`config.mk`:
```
export PLATFORM = sky130hd
export DESIGN_NAME = elastic_pipe
export DESIGN_NICKNAME = d
export VERILOG_FILES = /design/src/rtl/elastic_pipe.sv
export SDC_FILE = /design/constraint.sdc
export NUM_CORES = 1
export LEC_CHECK = 0
export CAP_MARGIN = 20
export CORE_MARGIN = 4
export CORE_UTILIZATION = 56
export DETAILED_ROUTE_END_ITERATION = 7
export HOLD_SLACK_MARGIN = 0.15
export PLACE_DENSITY = 0.83
export SETUP_SLACK_MARGIN = 0.3
export SYNTH_ARGS = -nofsm -noshare
export SYNTH_HDL_FRONTEND = slang
export SYNTH_SLANG_ARGS = --single-unit
```
`constraint.sdc`:
```
create_clock -name clk -period 3.45 [get_ports clk]
set_input_delay 0.5175 -clock clk [delete_from_list [all_inputs] [get_ports clk]]
set_output_delay 0.5175 -clock clk [all_outputs]
set_load 0.05 [all_outputs]
```
`src/rtl/elastic_pipe.sv`:
```
// Elastic FIFO buffer with valid/ready handshake on both sides.
// Registered head output, explicit pointer wrap, synchronous flush.
module elastic_pipe #(
    parameter int WIDTH = 32,
    parameter int DEPTH = 4,
    localparam int CW = $clog2(DEPTH + 1)
) (
    input  logic             clk,
    input  logic             rst_n,
    input  logic             flush,
    input  logic             in_valid,
    output logic             in_ready,
    input  logic [WIDTH-1:0] in_data,
    output logic             out_valid,
    input  logic             out_ready,
    output logic [WIDTH-1:0] out_data,
    output logic [CW-1:0]    count
);

    localparam int PW = (DEPTH > 1) ? $clog2(DEPTH) : 1;

    logic [WIDTH-1:0] mem [DEPTH];
    logic [PW-1:0]    wr_q, wr_d;
    logic [PW-1:0]    rd_q, rd_d;
    logic [CW-1:0]    cnt_q, cnt_d;
    logic [WIDTH-1:0] dout_q, dout_d;
    logic             push, pop;

    function automatic logic [PW-1:0] inc(input logic [PW-1:0] p);
        return (p == PW'(DEPTH - 1)) ? '0 : p + 1'b1;
    endfunction

    // Ready comes from registered count only; rst_n keeps it low in reset.
    assign in_ready  = rst_n & (cnt_q != CW'(DEPTH)) & ~flush;
    assign out_valid = (cnt_q != '0) & ~flush;
    assign out_data  = dout_q;
    assign count     = cnt_q;

    assign push = in_valid & in_ready;
    assign pop  = out_valid & out_ready;

    always_comb begin
        wr_d   = wr_q;
        rd_d   = rd_q;
        cnt_d  = cnt_q;
        dout_d = dout_q;
        if (flush) begin
            wr_d  = '0;
            rd_d  = '0;
            cnt_d = '0;
        end else begin
            if (push) wr_d = inc(wr_q);
            if (pop)  rd_d = inc(rd_q);
            unique case ({push, pop})
                2'b10:   cnt_d = cnt_q + CW'(1);
                2'b01:   cnt_d = cnt_q - CW'(1);
                default: cnt_d = cnt_q;
            endcase
            // New head is the incoming word when the buffer was empty after pop.
            if (cnt_d != '0) begin
                if (push && cnt_d == CW'(1))
                    dout_d = in_data;
                else
                    dout_d = mem[rd_d];
            end
        end
    end

    always_ff @(posedge clk or negedge rst_n) begin
        if (!rst_n) begin
            wr_q   <= '0;
            rd_q   <= '0;
            cnt_q  <= '0;
            dout_q <= '0;
        end else begin
            wr_q   <= wr_d;
            rd_q   <= rd_d;
            cnt_q  <= cnt_d;
            dout_q <= dout_d;
        end
    end

    always_ff @(posedge clk) begin
        if (push) mem[wr_q] <= in_data;
    end

    a_cnt_max: assert property (@(posedge clk) disable iff (!rst_n)
        cnt_q <= CW'(DEPTH));

    a_no_push_full: assert property (@(posedge clk) disable iff (!rst_n)
        !(push && cnt_q == CW'(DEPTH)));

    a_stable: assert property (@(posedge clk) disable iff (!rst_n)
        (out_valid && !out_ready) |=>
            (flush || (out_valid && $stable(out_data))));

endmodule

```
==> impl_summary.txt, run 1 <==
----------------------------------------------------
[Worst setup path]
  Launching element type of the critical path ... flip-flop
  Data required, critical path ... roughly 3800 ps
  Data arrival time of the critical path ... between 3000 and 4000 ps
  Category of the worst setup path capture point ... flip-flop
  Crit-path max FO ... 5
  Worst setup path class ... flip-flop to flip-flop

[Layout]
  Total Nets Final ... around 610
  Leading cell type in the layout, fill and taps excluded ... sky130_fd_sc_hd__edfxtp_1
  Share of cells above drive strength 1 ... 0.266
  Commonest cells after routing, fill and taps aside ... sky130_fd_sc_hd__edfxtp_1, sky130_fd_sc_hd__clkdlybuf4s50_1, sky130_fd_sc_hd__and3_1, sky130_fd_sc_hd__a211oi_1, sky130_fd_sc_hd__dfrtp_1
  Area of all placed cells without fillers ... between 9000 and 10000 sq um
  Non-filler instance count after layout ... between 700 and 800
  Antenna Diode Count ... 0
  Layout overhead on the synthesized area ... 28.8%

[Placed design]
  Final weighted congestion in routability-driven placement ... 0.795
  Placed cell areas ... roughly 8000 sq um
  Detailed Place HPWL ... slightly above 9000 um
  IO Port Bufs ... between 70 and 80
  Post-placement cell count ... between 600 and 700

[Clock network]
  Clock-pin slew on the worst setup and hold paths ... roughly 60 ps
  Clock latency at the later pin of the worst-skew pair ... 430 ps
  TritonCTS Buffers ... 17
  Buffer levels on the longest clock path ... 2
  Cell at the root of the clock tree ... sky130_fd_sc_hd__clkbuf_16
  Number of levels the H-tree was split into ... 4
  Clock sink count ... about 170
  TritonCTS clock tree ... done
  # hold bufs at CTS ... 0

[Synthesis]
  Number of standard cells after synthesis ... between 400 and 500
  Proportion of synthesized flip-flops having asynchronous set or reset ... 0.234
  Cell area after technology mapping ... roughly 7000 sq um
  Yosys reg bits ... approximately 170
  Part of the Yosys area used for sequential elements ... 0.686
  Number of enable-type register cells in the synthesized netlist ... 128
  Number of distinct library cell variants in the gate-level netlist after synthesis ... 40
  Synth Area per Inst ... between 15 and 20 sq um
  Yosys warns ... 0
  Most instantiated flip-flop cell in the synthesis netlist ... sky130_fd_sc_hd__edfxtp_1
  Net count after synthesis ... 500

[Floorplanning]
  Area of the placeable core ... around 12000 sq um
  Number of core rows ... 40
  Floorplan die area ... between 10000 and 15000 sq um
  Die boundary width ... approximately 120 um
  Y dimension of the die ... between 100 and 150 um
  Effective utilization at floorplan ... 0.577
  Number of placed I/O pins ... between 70 and 80

[GRT]
  Global-route wire length before repair ... 26500 um
  Initial antenna violation count ... 0
  Global Route Usage Sum ... 0.244
  Overflow left after global routing ... 0
  Largest net degree at the start of global routing ... between 60 and 70
  Number of global-route vias before repair ... approximately 4800

[Detailed routing]
  Via count of the routed design ... 4740
  Number of iterations in the first detailed-routing pass ... 5
  Vias per cell ... 6.37
  Number of design-rule violations left by the first detailed-router iteration ... 553
  Number of nets with antenna violations after detailed routing ... 0
  Routed Wire Length ... roughly 18000 um
  Average wire length per cell after detail routing ... ~25 um
  Number of DRC violations after detailed routing ... 0

[Timing]
  Highest achievable clock rate ... between 300 and 400 MHz
  Setup repair after global routing missed its margin ... yes
  Crit share post-route ... 0.919
  Headroom to the max-slew limit ... 0.602
  Pins over their slew limit ... 0
  Actual slew at the worst max-slew pin ... around 600 ps
  Final Hold Viols ... 0
  Final count of negative-setup-slack endpoints ... 0
  Setup skew after layout ... between 6 and 7 ps
  Final critical path time including I/O delays and setup ... between 3000 and 4000 ps

[Power and ir drop]
  Worst-case vdd ir drop ... approximately 0.55 mV
  Total power per unit cell area ... between 600 and 700 nW/um^2
  Leak Pwr ... roughly 3.3 nW

[Outcome]
  Run status ... complete, no violations

[Min path]
  Worst hold path type ... input port to async pin

[Run]
  Max Cap Violations ... 0

----------------------------------------------------
registers in the layout (all words and copies together), names as in the netlist:
register and flops:
count 3, mem 128, out_data 32, rd_q 2, wr_q 2
through the flow:
step           hold slack (ps)  setup TNS, ps  total power, mW  utilization  worst slack [ps]
3_3_place_gp               487           -491             4.10        0.660             -38.9
2_1_floorplan              222              0             3.52            -               338
4_1_cts                    262              0             5.97        0.718               276
6_report                   241              0             6.09        0.744               281
5_1_grt                    280              0             6.29        0.744               178
3_5_place_dp               496          -2950             4.13        0.660              -150
cell usage after synthesis, drive strengths merged (2+ instances only):
cell,number,area share
a211oi,64,0.088
a21oi,2,0.0014
a22oi,32,0.034
and2,6,0.0053
and3,64,0.057
buf,26,0.030
clkbuf,12,0.0086
dfrtp,39,0.14
edfxtp,128,0.55
ha,6,0.011
inv,8,0.0043
nand2,4,0.0045
nand2b,2,0.0018
nor2,9,0.0048
nor3,4,0.0052
o21ai,2,0.0014
o31ai,34,0.036
or3b,2,0.0029
xor2,2,0.0025
worst paths after layout:
check / cells past startpoint / slack (ps) / from / to
max: 13 / 280 / count[1] / out_data[29]
min: 2 / 240 / rst_n / out_data[19]
max reg2reg: 13 / 280 / count[1] / out_data[29]
min reg2reg: 2 / 510 / out_data[31] / out_data[31]
max in group asynchronous: 2 / 2780 / rst_n / count[2]
min in group clk: 2 / 510 / out_data[31] / out_data[31]
critical path, stage by stage, from the launching register on:
cell and delay, ps:
sky130_fd_sc_hd__dfrtp_2 450, sky130_fd_sc_hd__nor3b_4 240, sky130_fd_sc_hd__nor3_2 80, sky130_fd_sc_hd__inv_1 60, sky130_fd_sc_hd__ha_2 190, sky130_fd_sc_hd__inv_2 40
sky130_fd_sc_hd__fa_1 500, sky130_fd_sc_hd__or3b_1 350, sky130_fd_sc_hd__a2111o_1 440, sky130_fd_sc_hd__nor3_4 180, sky130_fd_sc_hd__buf_6 190, sky130_fd_sc_hd__buf_12 140
sky130_fd_sc_hd__a22oi_1 110, sky130_fd_sc_hd__o31ai_2 100
cell type report:
type | instances | area [sq um]
clock inverters | 13 | 129
multi-input cells | 243 | 2090
well taps | 168 | 210
fillers | 698 | 3120
clock buffers | 19 | 433
repair buffers | 126 | 1330
flip-flops and latches | 167 | 4820
inverters | 8 | 30.0
where the power goes:
group | total, mW | switching [mW] | internal, mW
clock | 1.82 | 0.765 | 1.06
sequential | 2.54 | 0.163 | 2.38
combinational | 1.73 | 1.09 | 0.639
total | 6.09 | 2.02 | 4.07
cell families after synthesis:
group           Yosys count  synth area share
fa+ha+maj                 7            0.0135
compound gates          138             0.167
buf+inv                  46            0.0426
simple gates             95            0.0861
xor+xnor                  2           0.00250
mux                       1           0.00143
flops                   167             0.686
routing by layer:
metal	vias to the layer above	global-route usage	part of all wire
li1	2048	-	-
met1	2373	0.314	0.39
met2	288	0.399	0.51
met3	31	0.0650	0.086
met4	0	0.0916	0.019
met5	-	0	0
what timing repair did:
item	4_1_cts	5_1_grt
setup endpoints to repair	22	32
setup buffers	10	7
pin swaps	4	7
resized for setup	11	28
gates cloned	1	5
No activity file was read; power rests on OpenSTA's default activity.
==> run 2, diff against run 1 <==
Settings changed: GPL_TIMING_DRIVEN from default to 0, HOLD_SLACK_MARGIN 0.15 to 0.02.
==> impl_summary.txt, run 2 (same netlist as run 1, synthesis figures left out) <==
----------------------------------------------------
[Outcome]
  Run status ... complete, no violations

[Worst setup path]
  Category of the worst setup path capture point ... flip-flop
  Reg-to-reg critical path endpoint ... out_data[30]
  Worst setup path class ... flip-flop to flip-flop
  Data arrival time of the critical path ... 3490 ps (about the same)
  Data required, critical path ... 3760 ps (about the same)
  Beginning of the worst register-to-register path ... count[1]
  Crit-path max FO ... 8 (+3)
  Start point of the critical path ... count[1]
  Slowest CP cell ... sky130_fd_sc_hd__fa_1
  Launching element type of the critical path ... flip-flop
  Worst-case reg-to-reg path depth ... 14 (+1)
  R2R setup slack ... 270 ps (about the same)
  Critical Path, Cell by Cell ... nor3b_4, nor3_4, inv_1, ha_2, inv_2, fa_1, or3b_1, a2111o_1, nor3_4, buf_12, buf_12, buf_16, a22oi_2, o31ai_1
  Peak per-stage delay on the critical path ... 490 ps (about the same)

[Clock network]
  Clock latency at the later pin of the worst-skew pair ... 430 ps (about the same)
  Buffer levels on the longest clock path ... 2 (unchanged)
  Clock sink count ... 167 (unchanged)
  Clock-pin slew on the worst setup and hold paths ... 60 ps (about the same)
  Cell at the root of the clock tree ... sky130_fd_sc_hd__clkbuf_16
  TritonCTS clock tree ... done
  TritonCTS Buffers ... 17 (unchanged)
  Number of levels the H-tree was split into ... 4 (unchanged)

[Layout]
  Largest register FFs ... 128 (unchanged)
  Antenna Diode Count ... 0 (unchanged)
  Fill count ... 706 (+1.1%)
  Leading cell type in the layout, fill and taps excluded ... sky130_fd_sc_hd__edfxtp_1
  Footprint of the multi-input gates ... 2150 sq um (+2.6%)
  Area of all placed cells without fillers ... 9180 sq um (+1.6%)
  Reg with most FFs ... mem
  Commonest cells after routing, fill and taps aside ... sky130_fd_sc_hd__edfxtp_1, sky130_fd_sc_hd__clkdlybuf4s50_1, sky130_fd_sc_hd__and3_1, sky130_fd_sc_hd__a211oi_1, sky130_fd_sc_hd__dfrtp_1
  Layout overhead on the synthesized area ... 30.8%
  Share of cells above drive strength 1 ... 0.287 (+0.0216)
  Total Nets Final ... 616 (+1.5%)
  Area occupied by registers ... 4820 sq um (unchanged)

[Timing]
  Pins over their slew limit ... 0 (unchanged)
  Actual slew at the worst max-slew pin ... 947 ps (+349 ps)
  Final count of negative-setup-slack endpoints ... 0 (unchanged)
  Setup skew after layout ... 9.98 ps (+3.88 ps)
  Final critical path time including I/O delays and setup ... 3180 ps (+6.08 ps)
  Worst hold slack across all endpoints ... 76.7 ps (-164 ps)
  Final Hold Viols ... 0 (unchanged)
  Setup repair after global routing missed its margin ... yes
  Final setup slack of the worst path ... 275 ps (-6.07 ps)
  Headroom to the max-slew limit ... 0.369 (-0.233)
  Highest achievable clock rate ... 315 MHz (-0.19%)
  Crit share post-route ... 0.920 (+0.00176)

[Floorplanning]
  Y dimension of the die ... 120 um (unchanged)
  Floorplan die area ... 14400 sq um (unchanged)
  Effective utilization at floorplan ... 0.577 (unchanged)
  Number of core rows ... 40 (unchanged)
  Die boundary width ... 120 um (unchanged)
  Area of the placeable core ... 12200 sq um (unchanged)
  Number of placed I/O pins ... 74 (unchanged)

[Detailed routing]
  Via count of the routed design ... 4816 (+1.6%)
  Number of DRC violations after detailed routing ... 0 (unchanged)
  Routed Wire Length ... 18200 um (-0.37%)
  Number of design-rule violations left by the first detailed-router iteration ... 565 (+2.2%)
  Average wire length per cell after detail routing ... 24.1 um (-1.6%)
  Number of iterations in the first detailed-routing pass ... 7 (+2)
  Number of nets with antenna violations after detailed routing ... 0 (unchanged)
  Vias per cell ... 6.40 (+0.39%)

[Placed design]
  IO Port Bufs ... 73 (unchanged)
  Detailed Place HPWL ... 9730 um (+4.3%)
  Final weighted congestion in routability-driven placement ... 0.780 (-1.9%)
  Placed cell areas ... 8000 sq um (-0.44%)
  Worst Setup Slack post-DPL ... -695 ps (-544 ps)

[GRT]
  Overflow left after global routing ... 0 (unchanged)
  Largest net degree at the start of global routing ... 33 (-49%)
  Global-route wire length before repair ... 28300 um (+6.8%)
  Number of global-route vias before repair ... 5125 (+6.0%)
  Global Route Usage Sum ... 0.261 (+0.0169)
  Initial antenna violation count ... 0 (unchanged)

[Min path]
  Worst hold path type ... input port to async pin

[Power and ir drop]
  Worst-case vdd ir drop ... 0.693 mV (+26%)
  Leak Pwr ... 3.29 nW (+1.1%)
  Total power per unit cell area ... 685 nW/um^2 (+1.6%)

[Run]
  Max Cap Violations ... 0 (unchanged)

----------------------------------------------------
==> run 2: worst max-delay path: cells and delay by family (launching register included) <==
kind,cells,cell delay [ps]
AOI/OAI and AO/OA,3,610
adders and majority gates,2,670
buffers and inverters,5,510
DFF,1,420
and+or+nand+nor,4,840
==> run 2: worst max-delay path by stage <==
stage                    to  slack, ps  cells after the start
6_report       out_data[30]        270                     14
5_1_grt        out_data[30]        150                     14
4_1_cts         out_data[2]        200                     14
3_3_place_gp   out_data[23]      -2110                     13
3_5_place_dp   out_data[23]       -690                     14
2_1_floorplan  out_data[19]        340                     13
==> run 2: repair_timing <==
item,in CTS,in global routing
pin swaps,22,11
endpoints found under the hold margin,9,0
gates resized for setup,56,11
hold buffers,1,0
setup buffers,16,2
gates cloned,4,0
endpoints found under the setup margin,32,32
==> run 2: report_power, final <==
part	total, mW	switching [mW]	internal (mW)
logic	1.74	1.09	0.648
registers	2.52	0.146	2.38
clock network	2.02	0.806	1.22
total	6.29	2.05	4.24
==> run 2: per-layer routing <==
| layer | routed length, um | global-route usage | part of all wire | up-vias |
|---|---|---|---|---|
| met5 | 0 | 0 | 0 | - |
| met4 | 353 | 0.0945 | 0.019 | 0 |
| met3 | 1590 | 0.0669 | 0.087 | 36 |
| met2 | 9360 | 0.439 | 0.52 | 309 |
| met1 | 6860 | 0.328 | 0.38 | 2409 |
| li1 | - | - | - | 2062 |
==> run 2: cell type report <==
cell class / instances / share of cell area
clock inverter: 15 / 0.0219
tap: 168 / 0.0229
inverter: 8 / 0.00327
timing repair buffer: 97 / 0.111
clock buffer: 17 / 0.0463
sequential: 167 / 0.525
multi-input combinational: 243 / 0.234
buffer: 38 / 0.0356
==> run 2: through the flow <==
step | cells | power (mW) | setup TNS (ps) | util
2_1_floorplan | 456 | 3.52 | 0 | -
3_3_place_gp | 697 | 4.07 | -275980 | 0.656
3_5_place_dp | 698 | 4.10 | -19880 | 0.658
4_1_cts | 751 | 6.24 | 0 | 0.748
5_1_grt | 753 | 6.47 | 0 | 0.755
6_report | 753 | 6.29 | 0 | 0.755
==> run 3, diff against run 2 <==
Settings changed: ABC_AREA from default to 1, CORE_UTILIZATION 56 to 57, PLACE_DENSITY 0.83 to 0.84.
==> impl_summary.txt, run 3 <==
----------------------------------------------------
[Power and ir drop]
  Total power draw ... 6.20 mW (-1.5%)
  Worst-case vdd ir drop ... 0.398 mV (-43%)
  Total power per unit cell area ... 656 nW/um^2 (-4.2%)
  Sequential group share of total power ... 0.397 (-0.004)
  Leak Pwr ... 4.11 nW (+25%)
  Int Pwr ... 4.14 mW (-2.4%)
  Switching share of power ... 0.332 (+0.00640)
  Comb pwr share ... 0.280 (+0.003)
  Clock share of power ... 0.323 (about the same)
  Psw ... 2.06 mW (+0.49%)

[Layout]
  Fill count ... 857 (+21%)
  Antenna Diode Count ... 0 (unchanged)
  Leading cell type in the layout, fill and taps excluded ... sky130_fd_sc_hd__nand2_1
  Layout overhead on the synthesized area ... 23.8%
  Commonest cells after routing, fill and taps aside ... sky130_fd_sc_hd__nand2_1, sky130_fd_sc_hd__nand3_1, sky130_fd_sc_hd__edfxtp_1, sky130_fd_sc_hd__inv_1, sky130_fd_sc_hd__clkdlybuf4s50_1
  Reg with most FFs ... mem
  Largest register FFs ... 128 (unchanged)
  Share of cells above drive strength 1 ... 0.118 (-0.170)
  Area of all placed cells without fillers ... 9450 sq um (+2.9%)
  Non-filler instance count after layout ... 1027 (+36%)
  Total Nets Final ... 882 (+43%)

[Detailed routing]
  Average wire length per cell after detail routing ... 18.6 um (-23%)
  Routed Wire Length ... 19100 um (+4.9%)
  Via count of the routed design ... 5768 (+20%)
  Number of design-rule violations left by the first detailed-router iteration ... 602 (+6.5%)
  Number of iterations in the first detailed-routing pass ... 7 (unchanged)
  Vias per cell ... 5.62 (-12%)
  Number of DRC violations after detailed routing ... 0 (unchanged)
  Number of nets with antenna violations after detailed routing ... 0 (unchanged)

[Run]
  Max Cap Violations ... 0 (unchanged)

[Worst setup path]
  Category of the worst setup path capture point ... flip-flop
  Launching element type of the critical path ... flip-flop
  Crit-path max FO ... 10 (+2)
  Beginning of the worst register-to-register path ... count[1]
  Worst setup path class ... flip-flop to flip-flop
  Start point of the critical path ... count[1]
  Data arrival time of the critical path ... 3260 ps (-230 ps)
  R2R setup slack ... 510 ps (+240 ps)
  Data required, critical path ... 3770 ps (about the same)

[Synthesis]
  Number of standard cells after synthesis ... 734 (+61%)
  Proportion of synthesized flip-flops having asynchronous set or reset ... 0.234 (unchanged)
  Most frequently used cell type in the post-synthesis netlist ... sky130_fd_sc_hd__nand2_1
  Part of the Yosys area used for sequential elements ... 0.632 (-0.0548)
  Cell area after technology mapping ... 7630 sq um (+8.7%)
  Synth Area per Inst ... 10.4 sq um (-32%)
  Synth top cells by count ... sky130_fd_sc_hd__nand2_1, sky130_fd_sc_hd__nand3_1, sky130_fd_sc_hd__edfxtp_1
  Number of distinct library cell variants in the gate-level netlist after synthesis ... 25 (-38%)
  Yosys warns ... 0 (unchanged)
  Cell type with the largest total area after synthesis ... sky130_fd_sc_hd__edfxtp_1
  Net count after synthesis ... 778 (+56%)
  Number of enable-type register cells in the synthesized netlist ... 128 (unchanged)
  Yosys reg bits ... 167 (unchanged)
  Top-area cell type share of the netlist area ... 0.504 (-0.0437)
  Largest cells by area after synthesis ... sky130_fd_sc_hd__edfxtp_1, sky130_fd_sc_hd__dfrtp_1, sky130_fd_sc_hd__nand3_1
  Most instantiated flip-flop cell in the synthesis netlist ... sky130_fd_sc_hd__edfxtp_1

[Placed design]
  Detailed Place HPWL ... 12200 um (+25%)
  Placed cell areas ... 8710 sq um (+9.0%)
  IO Port Bufs ... 73 (unchanged)
  Final weighted congestion in routability-driven placement ... 0.865 (+11%)
  Post-placement cell count ... 988 (+42%)

[Clock network]
  TritonCTS clock tree ... done
  Buffer levels on the longest clock path ... 2 (unchanged)
  TritonCTS Buffers ... 17 (unchanged)
  Clock-pin slew on the worst setup and hold paths ... 60 ps (about the same)
  Cell at the root of the clock tree ... sky130_fd_sc_hd__clkbuf_16
  Clock latency at the later pin of the worst-skew pair ... 430 ps (about the same)
  Clock sink count ... 167 (unchanged)
  Number of levels the H-tree was split into ... 4 (unchanged)

[GRT]
  Global-route track usage on met3 ... 0.0604 (-0.00652)
  Largest net degree at the start of global routing ... 30 (-9.1%)
  Global Route Usage Sum ... 0.264 (+0.00319)
  Overflow left after global routing ... 0 (unchanged)
  Routing usage on met1 ... 0.338 (+0.0101)
  Initial antenna violation count ... 0 (unchanged)
  Busiest layer in global routing ... met2
  Number of global-route vias before repair ... 5992 (+17%)
  Global-route wire length before repair ... 30100 um (+6.3%)
  Met2 usage in global routing ... 0.437 (-0.00207)

[Timing]
  Setup repair after global routing missed its margin ... no
  Pins over their slew limit ... 0 (unchanged)
  Final Hold Viols ... 0 (unchanged)
  Final count of negative-setup-slack endpoints ... 0 (unchanged)
  Setup skew after layout ... 7.77 ps (-2.21 ps)
  Final critical path time including I/O delays and setup ... 2940 ps (-237 ps)
  Crit share post-route ... 0.852 (-0.0687)
  Total negative slack for setup checks ... 0 ps (unchanged)
  Highest achievable clock rate ... 340 MHz (+8.1%)
  Actual slew at the worst max-slew pin ... 782 ps (-165 ps)
  Headroom to the max-slew limit ... 0.477 (+0.108)
  Worst hold slack across all endpoints ... 424 ps (+348 ps)

[Floorplanning]
  Floorplan die area ... 15300 sq um (+6.3%)
  Number of core rows ... 42 (+5.0%)
  Effective utilization at floorplan ... 0.579 (+0.00118)
  Die boundary width ... 124 um (+3.1%)
  Area of the placeable core ... 13200 sq um (+8.5%)
  Y dimension of the die ... 124 um (+3.1%)
  Number of placed I/O pins ... 74 (unchanged)

[Min path]
  Worst hold path type ... input port to flip-flop
  Worst Hold Launch ... flush

[Outcome]
  Run status ... complete, no violations

----------------------------------------------------
-- run 3: cell types whose count changed after synthesis, moves of 12 or more --
cell / delta
sky130_fd_sc_hd__o21ai_0: +12
sky130_fd_sc_hd__a211oi_1: -36
sky130_fd_sc_hd__nand3b_1: +63
sky130_fd_sc_hd__o31ai_1: -34
sky130_fd_sc_hd__a211oi_2: -28
sky130_fd_sc_hd__nand2_1: +146
sky130_fd_sc_hd__nand3_1: +133
sky130_fd_sc_hd__o21ai_1: +20
sky130_fd_sc_hd__a22oi_1: -32
sky130_fd_sc_hd__inv_1: +106
sky130_fd_sc_hd__and3_1: -64
-- run 3: cells by family after synthesis --
logic type | after synthesis | share of synthesized area
buffers and inverters | 157 | 0.0900
and+or+nand+nor | 366 | 0.241
adders and majority gates | 7 | 0.0125
AOI/OAI and AO/OA | 37 | 0.0248
DFF | 167 | 0.632
-- run 3: power groups by stage --
| stage | combinational, mW | sequential [mW] | clock, mW |
|---|---|---|---|
| 3_5_place_dp | 1.71 | 2.50 | 0 |
| 5_1_grt | 1.85 | 2.49 | 2.11 |
| 2_1_floorplan | 0.490 | 3.10 | 0 |
| 3_3_place_gp | 1.66 | 2.50 | 0 |
| 6_report | 1.73 | 2.46 | 2.00 |
| 4_1_cts | 1.73 | 2.46 | 2.01 |
-- run 3: layer usage --
layer  routed length (um)  up-vias
li1                     -     2666
met1                 7400     2750
met2                 9660      308
met3                 1570       44
met4                  426        0
met5                    0        -
-- run 3: layout make-up --
type | count | area, sq um | area share
clock inverter | 15 | 204 | 0.0216
timing repair buffer | 85 | 911 | 0.0964
inverter | 116 | 438 | 0.0463
buffer | 41 | 269 | 0.0285
multi-input combinational | 410 | 2160 | 0.229
sequential | 167 | 4820 | 0.510
clock buffer | 17 | 425 | 0.0450
tap | 176 | 220 | 0.0233
-- run 3: timing repair --
| action | in CTS | in global routing |
|---|---|---|
| buffers inserted | 0 | 3 |
| hold endpoints to repair | 20 | 0 |
| pin swaps | 0 | 1 |
| endpoints found under the setup margin | 32 | 31 |
| resized for setup | 8 | 17 |
| hold buffers | 3 | 0 |
-- run 3: final timing paths --
path	to	depth (start not counted)
worst min-delay path	count[0]	2
max in group asynchronous	out_data[6]	3
worst min register to register	out_data[14]	2
worst max-delay path	out_data[6]	16
min in group asynchronous	out_data[1]	2
worst max register to register	out_data[6]	16
-- run 3: per-stage QoR --
stage	setup WS, ps	utilization
after global placement	-2260	0.651
final	511	0.716
after CTS	378	0.711
after floorplan	600	-
after detailed placement	-509	0.661
after global routing	319	0.716
-- run 3: critical path, cell delays in order, from the launching register on --
cell and delay, ps:
sky130_fd_sc_hd__dfrtp_1 410, sky130_fd_sc_hd__nor2_2 180, sky130_fd_sc_hd__nand2_1 130, sky130_fd_sc_hd__nand4_4 170
sky130_fd_sc_hd__ha_1 190, sky130_fd_sc_hd__inv_1 70, sky130_fd_sc_hd__fa_1 480, sky130_fd_sc_hd__nand2_1 60
sky130_fd_sc_hd__o21ai_1 140, sky130_fd_sc_hd__nand3_1 120, sky130_fd_sc_hd__nor2_2 160, sky130_fd_sc_hd__nand2_4 120
sky130_fd_sc_hd__buf_2 220, sky130_fd_sc_hd__o21ai_1 190, sky130_fd_sc_hd__inv_1 70, sky130_fd_sc_hd__nand2_1 60
sky130_fd_sc_hd__nand2_1 40
